$ cat src/rtl/hs_fifo_wr_arb_pkg.sv
// Shared types and width helpers for the round-robin FIFO write arbiter.
// Imported by the picker, the arbiter top and the testbench.
package hs_fifo_wr_arb_pkg;

    typedef enum logic {
        FALSE = 1'b0,
        TRUE  = 1'b1
    } bool_e;

    typedef enum logic {
        IDLE = 1'b0,
        BUSY = 1'b1
    } arb_state_e;

    localparam int DEF_N_REQ     = 4;
    localparam int DEF_MAX_BURST = 4;

    // Wide enough to hold MAX_BURST itself, so the counter can reach it without wrapping.
    function automatic int beatCntWidth(input int maxBurst);
        return $clog2(maxBurst + 1);
    endfunction

    function automatic int reqIdxWidth(input int nReq);
        return (nReq > 1) ? $clog2(nReq) : 1;
    endfunction

endpackage

$ cat src/rtl/hs_fifo_wr_arb_if.sv
// Requester-side and FIFO-write-side handshake bundle for hs_fifo_wr_arb.
// The master modport is the arbiter's view; slave is the surrounding system's view.
interface hs_fifo_wr_arb_if #(
    parameter int  N_REQ     = 4,
    parameter type DATA_TYPE = logic [15:0]
);

    logic [N_REQ-1:0] req_valid;
    DATA_TYPE         req_data [N_REQ];
    logic [N_REQ-1:0] req_last;
    logic [N_REQ-1:0] req_ready;

    logic             fifo_full;
    logic             fifo_wr_en;
    DATA_TYPE         fifo_wr_data;
    logic             fifo_wr_last;

    logic [N_REQ-1:0] grant;
    logic             busy;

    modport master (
        input  req_valid,
        input  req_data,
        input  req_last,
        input  fifo_full,
        output req_ready,
        output fifo_wr_en,
        output fifo_wr_data,
        output fifo_wr_last,
        output grant,
        output busy
    );

    modport slave (
        output req_valid,
        output req_data,
        output req_last,
        output fifo_full,
        input  req_ready,
        input  fifo_wr_en,
        input  fifo_wr_data,
        input  fifo_wr_last,
        input  grant,
        input  busy
    );

endinterface

$ cat src/rtl/hs_fifo_rr_pick.sv
// Combinational round-robin picker: returns the first valid index strictly
// after ptr_i, wrapping modulo N_REQ; ptr_i itself is considered last.
module hs_fifo_rr_pick
    import hs_fifo_wr_arb_pkg::*;
#(
    parameter int N_REQ = DEF_N_REQ,
    parameter int IDX_W = reqIdxWidth(N_REQ)
) (
    input  logic [N_REQ-1:0] valid_i,
    input  logic [IDX_W-1:0] ptr_i,
    output logic [IDX_W-1:0] idx_o,
    output logic             found_o
);

    logic [IDX_W-1:0] cand;

    // Scan from the farthest candidate to the nearest so the nearest valid one wins.
    always_comb begin
        idx_o   = '0;
        found_o = 1'b0;
        cand    = '0;
        for (int off = N_REQ; off >= 1; off--) begin
            cand = IDX_W'((int'(ptr_i) + off) % N_REQ);
            if (valid_i[cand]) begin
                idx_o   = cand;
                found_o = 1'b1;
            end
        end
    end

endmodule

$ cat src/rtl/hs_fifo_wr_arb.sv
// N-way round-robin arbiter feeding a single FIFO write port, with either
// burst-limited grants or whole-packet grants.
module hs_fifo_wr_arb
    import hs_fifo_wr_arb_pkg::*;
#(
    parameter int    N_REQ          = DEF_N_REQ,
    parameter type   DATA_TYPE      = logic [15:0],
    parameter bool_e EN_PACKET_MODE = FALSE,
    parameter int    MAX_BURST      = DEF_MAX_BURST
) (
    input  logic              clk,
    input  logic              rst_n,
    hs_fifo_wr_arb_if.master  bus
);

    localparam int IDX_W = reqIdxWidth(N_REQ);
    localparam int CNT_W = beatCntWidth(MAX_BURST);

    localparam logic [CNT_W-1:0] CNT_SAT   = {CNT_W{1'b1}};
    localparam logic [CNT_W-1:0] CNT_LIMIT = CNT_W'(MAX_BURST);
    localparam logic [IDX_W-1:0] PTR_RESET = IDX_W'(N_REQ - 1);

    arb_state_e       state_q, state_d;
    logic [IDX_W-1:0] grantIdx_q, grantIdx_d;
    logic [IDX_W-1:0] rrPtr_q, rrPtr_d;
    logic [CNT_W-1:0] beatCnt_q, beatCnt_d;

    logic [IDX_W-1:0] pickIdx;
    logic             pickFound;

    logic             ownerValid;
    logic             ownerLast;
    logic             accept;
    logic             relGrant;
    logic [CNT_W-1:0] cntInc;

    logic [N_REQ-1:0] readyVec;
    logic [N_REQ-1:0] grantVec;
    logic             busyFlag;
    logic             wrEn;

    hs_fifo_rr_pick #(
        .N_REQ (N_REQ),
        .IDX_W (IDX_W)
    ) u_pick (
        .valid_i (bus.req_valid),
        .ptr_i   (rrPtr_q),
        .idx_o   (pickIdx),
        .found_o (pickFound)
    );

    always_comb begin
        ownerValid = bus.req_valid[grantIdx_q];
        ownerLast  = bus.req_last[grantIdx_q];
    end

    // The counter saturates rather than wrapping; in packet mode a long packet may exceed MAX_BURST.
    always_comb begin
        cntInc = (beatCnt_q == CNT_SAT) ? beatCnt_q : beatCnt_q + CNT_W'(1);
    end

    always_comb begin
        state_d    = state_q;
        grantIdx_d = grantIdx_q;
        rrPtr_d    = rrPtr_q;
        beatCnt_d  = beatCnt_q;
        readyVec   = '0;
        grantVec   = '0;
        busyFlag   = 1'b0;
        accept     = 1'b0;
        relGrant   = 1'b0;

        unique case (state_q)
            IDLE: begin
                if (pickFound) begin
                    grantIdx_d = pickIdx;
                    beatCnt_d  = '0;
                    state_d    = BUSY;
                end
            end

            BUSY: begin
                busyFlag             = 1'b1;
                grantVec[grantIdx_q] = 1'b1;
                readyVec[grantIdx_q] = !bus.fifo_full;
                accept               = ownerValid && !bus.fifo_full;

                if (accept) begin
                    beatCnt_d = cntInc;
                end

                // A packet owner keeps the grant through valid gaps; a burst owner gives it up.
                if (EN_PACKET_MODE == TRUE) begin
                    relGrant = accept && ownerLast;
                end else begin
                    relGrant = (accept && (cntInc == CNT_LIMIT)) || !ownerValid;
                end

                if (relGrant) begin
                    rrPtr_d = grantIdx_q;
                    state_d = IDLE;
                end
            end

            default: begin
                state_d = IDLE;
            end
        endcase
    end

    always_comb begin
        wrEn = accept;
    end

    always_ff @(posedge clk or negedge rst_n) begin
        if (!rst_n) begin
            state_q    <= IDLE;
            grantIdx_q <= '0;
            rrPtr_q    <= PTR_RESET;
            beatCnt_q  <= '0;
        end else begin
            state_q    <= state_d;
            grantIdx_q <= grantIdx_d;
            rrPtr_q    <= rrPtr_d;
            beatCnt_q  <= beatCnt_d;
        end
    end

    assign bus.req_ready    = readyVec;
    assign bus.grant        = grantVec;
    assign bus.busy         = busyFlag;
    assign bus.fifo_wr_en   = wrEn;
    assign bus.fifo_wr_data = bus.req_data[grantIdx_q];
    assign bus.fifo_wr_last = ownerLast;

endmodule

$ cat src/flat_wrapper.sv
// flat-port wrapper written by rule: the top's interface ports become plain ports
module hs_fifo_wr_arb_flat import hs_fifo_wr_arb_pkg::*;
#(
    parameter int    N_REQ          = DEF_N_REQ,
    parameter type   DATA_TYPE      = logic [15:0],
    parameter bool_e EN_PACKET_MODE = FALSE,
    parameter int    MAX_BURST      = DEF_MAX_BURST
)
  (clk, rst_n, bus_req_valid, bus_req_data, bus_req_last, bus_fifo_full, bus_req_ready, bus_fifo_wr_en, bus_fifo_wr_data, bus_fifo_wr_last, bus_grant, bus_busy);
  hs_fifo_wr_arb_if #(.N_REQ(N_REQ), .DATA_TYPE(DATA_TYPE)) bus_i ();
  input  logic clk;
  input  logic rst_n;
  input wire logic [$bits(bus_i.req_valid)-1:0] bus_req_valid;
  input wire logic [$bits(bus_i.req_data)-1:0] bus_req_data;
  input wire logic [$bits(bus_i.req_last)-1:0] bus_req_last;
  input wire logic [$bits(bus_i.fifo_full)-1:0] bus_fifo_full;
  output wire logic [$bits(bus_i.req_ready)-1:0] bus_req_ready;
  output wire logic [$bits(bus_i.fifo_wr_en)-1:0] bus_fifo_wr_en;
  output wire logic [$bits(bus_i.fifo_wr_data)-1:0] bus_fifo_wr_data;
  output wire logic [$bits(bus_i.fifo_wr_last)-1:0] bus_fifo_wr_last;
  output wire logic [$bits(bus_i.grant)-1:0] bus_grant;
  output wire logic [$bits(bus_i.busy)-1:0] bus_busy;
  assign bus_i.req_valid = bus_req_valid;
  assign bus_i.req_data = {>>{bus_req_data}};
  assign bus_i.req_last = bus_req_last;
  assign bus_i.fifo_full = bus_fifo_full;
  assign bus_req_ready = bus_i.req_ready;
  assign bus_fifo_wr_en = bus_i.fifo_wr_en;
  assign bus_fifo_wr_data = bus_i.fifo_wr_data;
  assign bus_fifo_wr_last = bus_i.fifo_wr_last;
  assign bus_grant = bus_i.grant;
  assign bus_busy = bus_i.busy;
  hs_fifo_wr_arb #(.N_REQ(N_REQ), .DATA_TYPE(DATA_TYPE), .EN_PACKET_MODE(EN_PACKET_MODE), .MAX_BURST(MAX_BURST)) u_core (.clk(clk), .rst_n(rst_n), .bus(bus_i));
endmodule
$ cat config.mk
export PLATFORM = sky130hd
export DESIGN_NAME = hs_fifo_wr_arb_flat
export DESIGN_NICKNAME = d
export VERILOG_FILES = /design/src/rtl/hs_fifo_wr_arb_pkg.sv /design/src/rtl/hs_fifo_wr_arb_if.sv /design/src/rtl/hs_fifo_rr_pick.sv /design/src/rtl/hs_fifo_wr_arb.sv /design/src/flat_wrapper.sv
export SDC_FILE = /design/constraint.sdc
export NUM_CORES = 1
export LEC_CHECK = 0
export BUFFER_PORTS_ARGS = -buffer_cell sky130_fd_sc_hd__buf_4
export CORE_UTILIZATION = 36
export CTS_CLUSTER_DIAMETER = 50
export DETAILED_ROUTE_END_ITERATION = 8
export PLACE_DENSITY = 0.81
export REMOVE_ABC_BUFFERS = 1
export SLEW_MARGIN = 40
export SYNTH_ARGS = -nofsm -noshare
export SYNTH_HDL_FRONTEND = slang
export SYNTH_SLANG_ARGS = --single-unit
$ cat constraint.sdc
create_clock -name clk -period 1.95 [get_ports clk]
set_input_delay 0.39 -clock clk [delete_from_list [all_inputs] [get_ports clk]]
set_output_delay 0.39 -clock clk [all_outputs]
set_load 0.05 [all_outputs]
==> results.toml <==
[sta]
post-route-period-util = 1.05
final.setup.worst_slack_ns = -0.0983
rsz0062_at_grt = "true"
setup-tns-final_ns = -0.367
hold_viol_final = 0
hold_ws_ns = 0.483
clock_skew_ns = 0.00726
slew_headroom = 0.666
setup_viol = 18
period_needed_ns = 2.05
drv_slew = 0
maxClockFrequency_mhz = 488
tightest_slew_ns = 0.500

[global_routing]
grt_max_degree = 28
grt_pass1_vias = 1153
grt_pass1_wl_um = 5800
grt_antenna_before_repair = 0
grt_overflow_total = 0
globalRouteTotalUtil = 0.287

[cells_and_area]
fin_cells = 217
layout-drive-gt1-share = 0.797
seq_area_um2 = 204
final_cell_mix = "buf_4 (89), buf_6 (19), mux4_2 (18)"
nFillCells = 172
layout_commonest_cell = "buf_4"
syn_to_final_growth_pct = 99.5
antennaDiodeCount = 0
multi_input_area_um2 = 746
nets = 265

[power_and_ir_drop]
swShare = 0.512
p_sw_mw = 1.82
ir_drop_v = 0.00148
seqPwrFrac = 0.098
cellInternalPower_mw = 1.73
leakagePower_nw = 0.968
combPwrFrac = 0.865
cellPowerDensity_mw_per_mm2 = 1770
power_mw = 3.55
clock_power_share = 0.037

[die]
ios = 102
start_util = 0.392
die-height_um = 54.9
core_mm2 = 0.00257
rows = 18
die-area_mm2 = 0.00301
fp.dieW_um = 54.9

[setup_path]
arrival_ns = 1.66
cp_slowest_cell = "mux4_2"
crit_chain = "buf_12 -> buf_16 -> mux4_2 -> buf_8"
r2r_cells = 7
rrSetupSlack_ns = 0.04
crit_required_ns = 1.56
max_stage_delay_ns = 0.55
r2r-start = "u_core.grantIdx_q[0]$_DFFE_PN0P_"
worstPathMaxFanout = 6
worst-path-buf-inv = 3
cp_top_family = "multiplexers"
cp-end-kind = "primary output"
critical_path_class = "register to primary output"
reg2reg_to = "u_core.beatCnt_q[0]$_DFFE_PN0P_"
start_kind = "register"

[synthesis]
synth_area_per_cell_um2 = 13.2
synth_top_area_cell = "mux4_2"
netlist.area_leader.share = 0.269
yosysUniqueCellTypes = 34
yosysSeqAreaShare = 0.201
synth_warnings = 0
netlist_top_cells_area = "mux4_2 (27%), mux4_1 (16%), dfrtp_1 (15%)"
synth_seq_cells = 8
synthCells = 76
synth_area_mm2 = 0.00101

[routing]
route.vias.total = 1214
wl_met1_um = 1480
wl_um = 4510
dr.pass1.iters = 4
drtIter0Drc = 32
wl_met2_um = 2420
wire_per_inst_um = 20.8
postRouteAntennaNets = 0
drc = 0
met3_length_um = 489
top_layer_used = "met4"
vias_per_cell = 5.59

[placement]
gp_congestion = 0.736
io_buffer_count = 101
hpwl_um = 2940
place_inst = 205

[clock_network]
cts_tree = "done"
clock_latency_ns = 0.26
cts_buffers = 3
cts_sinks = 8
clk_pin_slew_ns = 0.06
htreeDepth = 1
cts_root_buf = "clkbuf_4"
clock_path_buffers = 2

[status]
status = "finished with violations"
violations = "setup timing"

[flow_run]
max_cap_violations = 0

[min_path]
min-delay-path-class = "input pin to asynchronous set/reset pin"
[how the worst max path moves through the flow]
stage | startpoint | end | slack (ns) | cells past startpoint
global placement | bus_req_valid[3] | bus_fifo_wr_en | 0.18 | 4
finish | u_core.grantIdx_q[0]$_DFFE_PN0P_ | bus_fifo_wr_data[10] | -0.1 | 4
detailed placement | u_core.grantIdx_q[0]$_DFFE_PN0P_ | bus_fifo_wr_data[4] | 0.14 | 3
CTS | u_core.grantIdx_q[0]$_DFFE_PN0P_ | bus_fifo_wr_data[10] | -0.09 | 3
global route | u_core.grantIdx_q[0]$_DFFE_PN0P_ | bus_fifo_wr_data[10] | -0.12 | 4
floorplan | u_core.state_q$_DFF_PN0_ | bus_req_ready[2] | -0.75 | 2
[logic make-up after synthesis]
kind of cell,Yosys count,share of synthesized area
muxes,23,0.488
and+or+nand+nor,23,0.154
AOI/OAI and AO/OA,12,0.0958
buffers and inverters,8,0.0398
DFF,8,0.201
xor gates and xnor gates,1,0.00871
adders and majority gates,1,0.0124
[layout make-up]
| cell class | count | area share |
|---|---|---|
| multi-input combinational | 60 | 0.372 |
| tap | 30 | 0.0187 |
| inverter | 2 | 0.00374 |
| timing repair buffer | 114 | 0.493 |
| clock buffer | 3 | 0.0112 |
| sequential | 8 | 0.102 |
[worst reg2reg max path, cell delays in order (launching register included)]
cell	delay, ns
dfrtp_2	0.43
buf_6	0.12
mux4_2	0.51
nor2b_4	0.16
buf_4	0.13
buf_4	0.13
and3b_1	0.17
a21o_1	0.15
[what timing repair did]
action	CTS	global route
setup endpoints to repair	18	18
gates resized for setup	25	7
setup buffers	1	6
endpoints found under the hold margin	6	0
hold buffers	1	0
cloned	1	0
[cells in the mapped netlist]
cell and count:
o221ai_1 1, buf_2 2, and3_1 1, nand2b_1 3, mux4_1 6, a21o_1 1
mux4_2 12, a21oi_1 5, a31o_2 1, nor3b_1 3, xnor2_1 1, o31ai_4 1
nor2b_1 1, nor4_1 1, inv_2 1, a21oi_2 1, buf_6 1, inv_1 1
ha_1 1, nor3_1 1, mux2_2 2, a31oi_1 1, and3b_1 3, mux2_4 2
nor2b_4 1, nor4b_2 1, mux2i_1 1, dfrtp_1 6, a32o_1 1, or2b_2 1
clkbuf_1 3, nand2_1 2, nor2_1 5, dfstp_2 2
[registers in the layout, summed over array words and instances, names as in the netlist]
name / flops
u_core.beatCnt_q: 3
u_core.state_q: 1
u_core.rrPtr_q: 2
u_core.grantIdx_q: 2
[power groups by stage]
stage	logic (mW)	clock network [mW]	registers, mW
floorplan	1.69	0	0.504
global placement	2.57	0	0.326
detailed placement	2.60	0	0.334
CTS	2.90	0.137	0.339
global route	3.21	0.142	0.353
finish	3.07	0.132	0.348
[metrics by stage]
stage               cell area (µm²)   util  worst slack [ns]
floorplan                       973      -            -0.754
CTS                            1930  0.752           -0.0934
detailed placement             1810  0.706             0.145
finish                         2010  0.782           -0.0983
global placement               1810  0.706             0.180
global route                   2010  0.782            -0.119
[metal layers]
metal | vias to the layer above | global-route usage
li1 | 538 | -
met1 | 587 | 0.277
met2 | 74 | 0.558
met3 | 15 | 0.0639
met4 | 0 | 0.137
met5 | - | 0
Note: power is estimated with default switching activity, not from simulation.
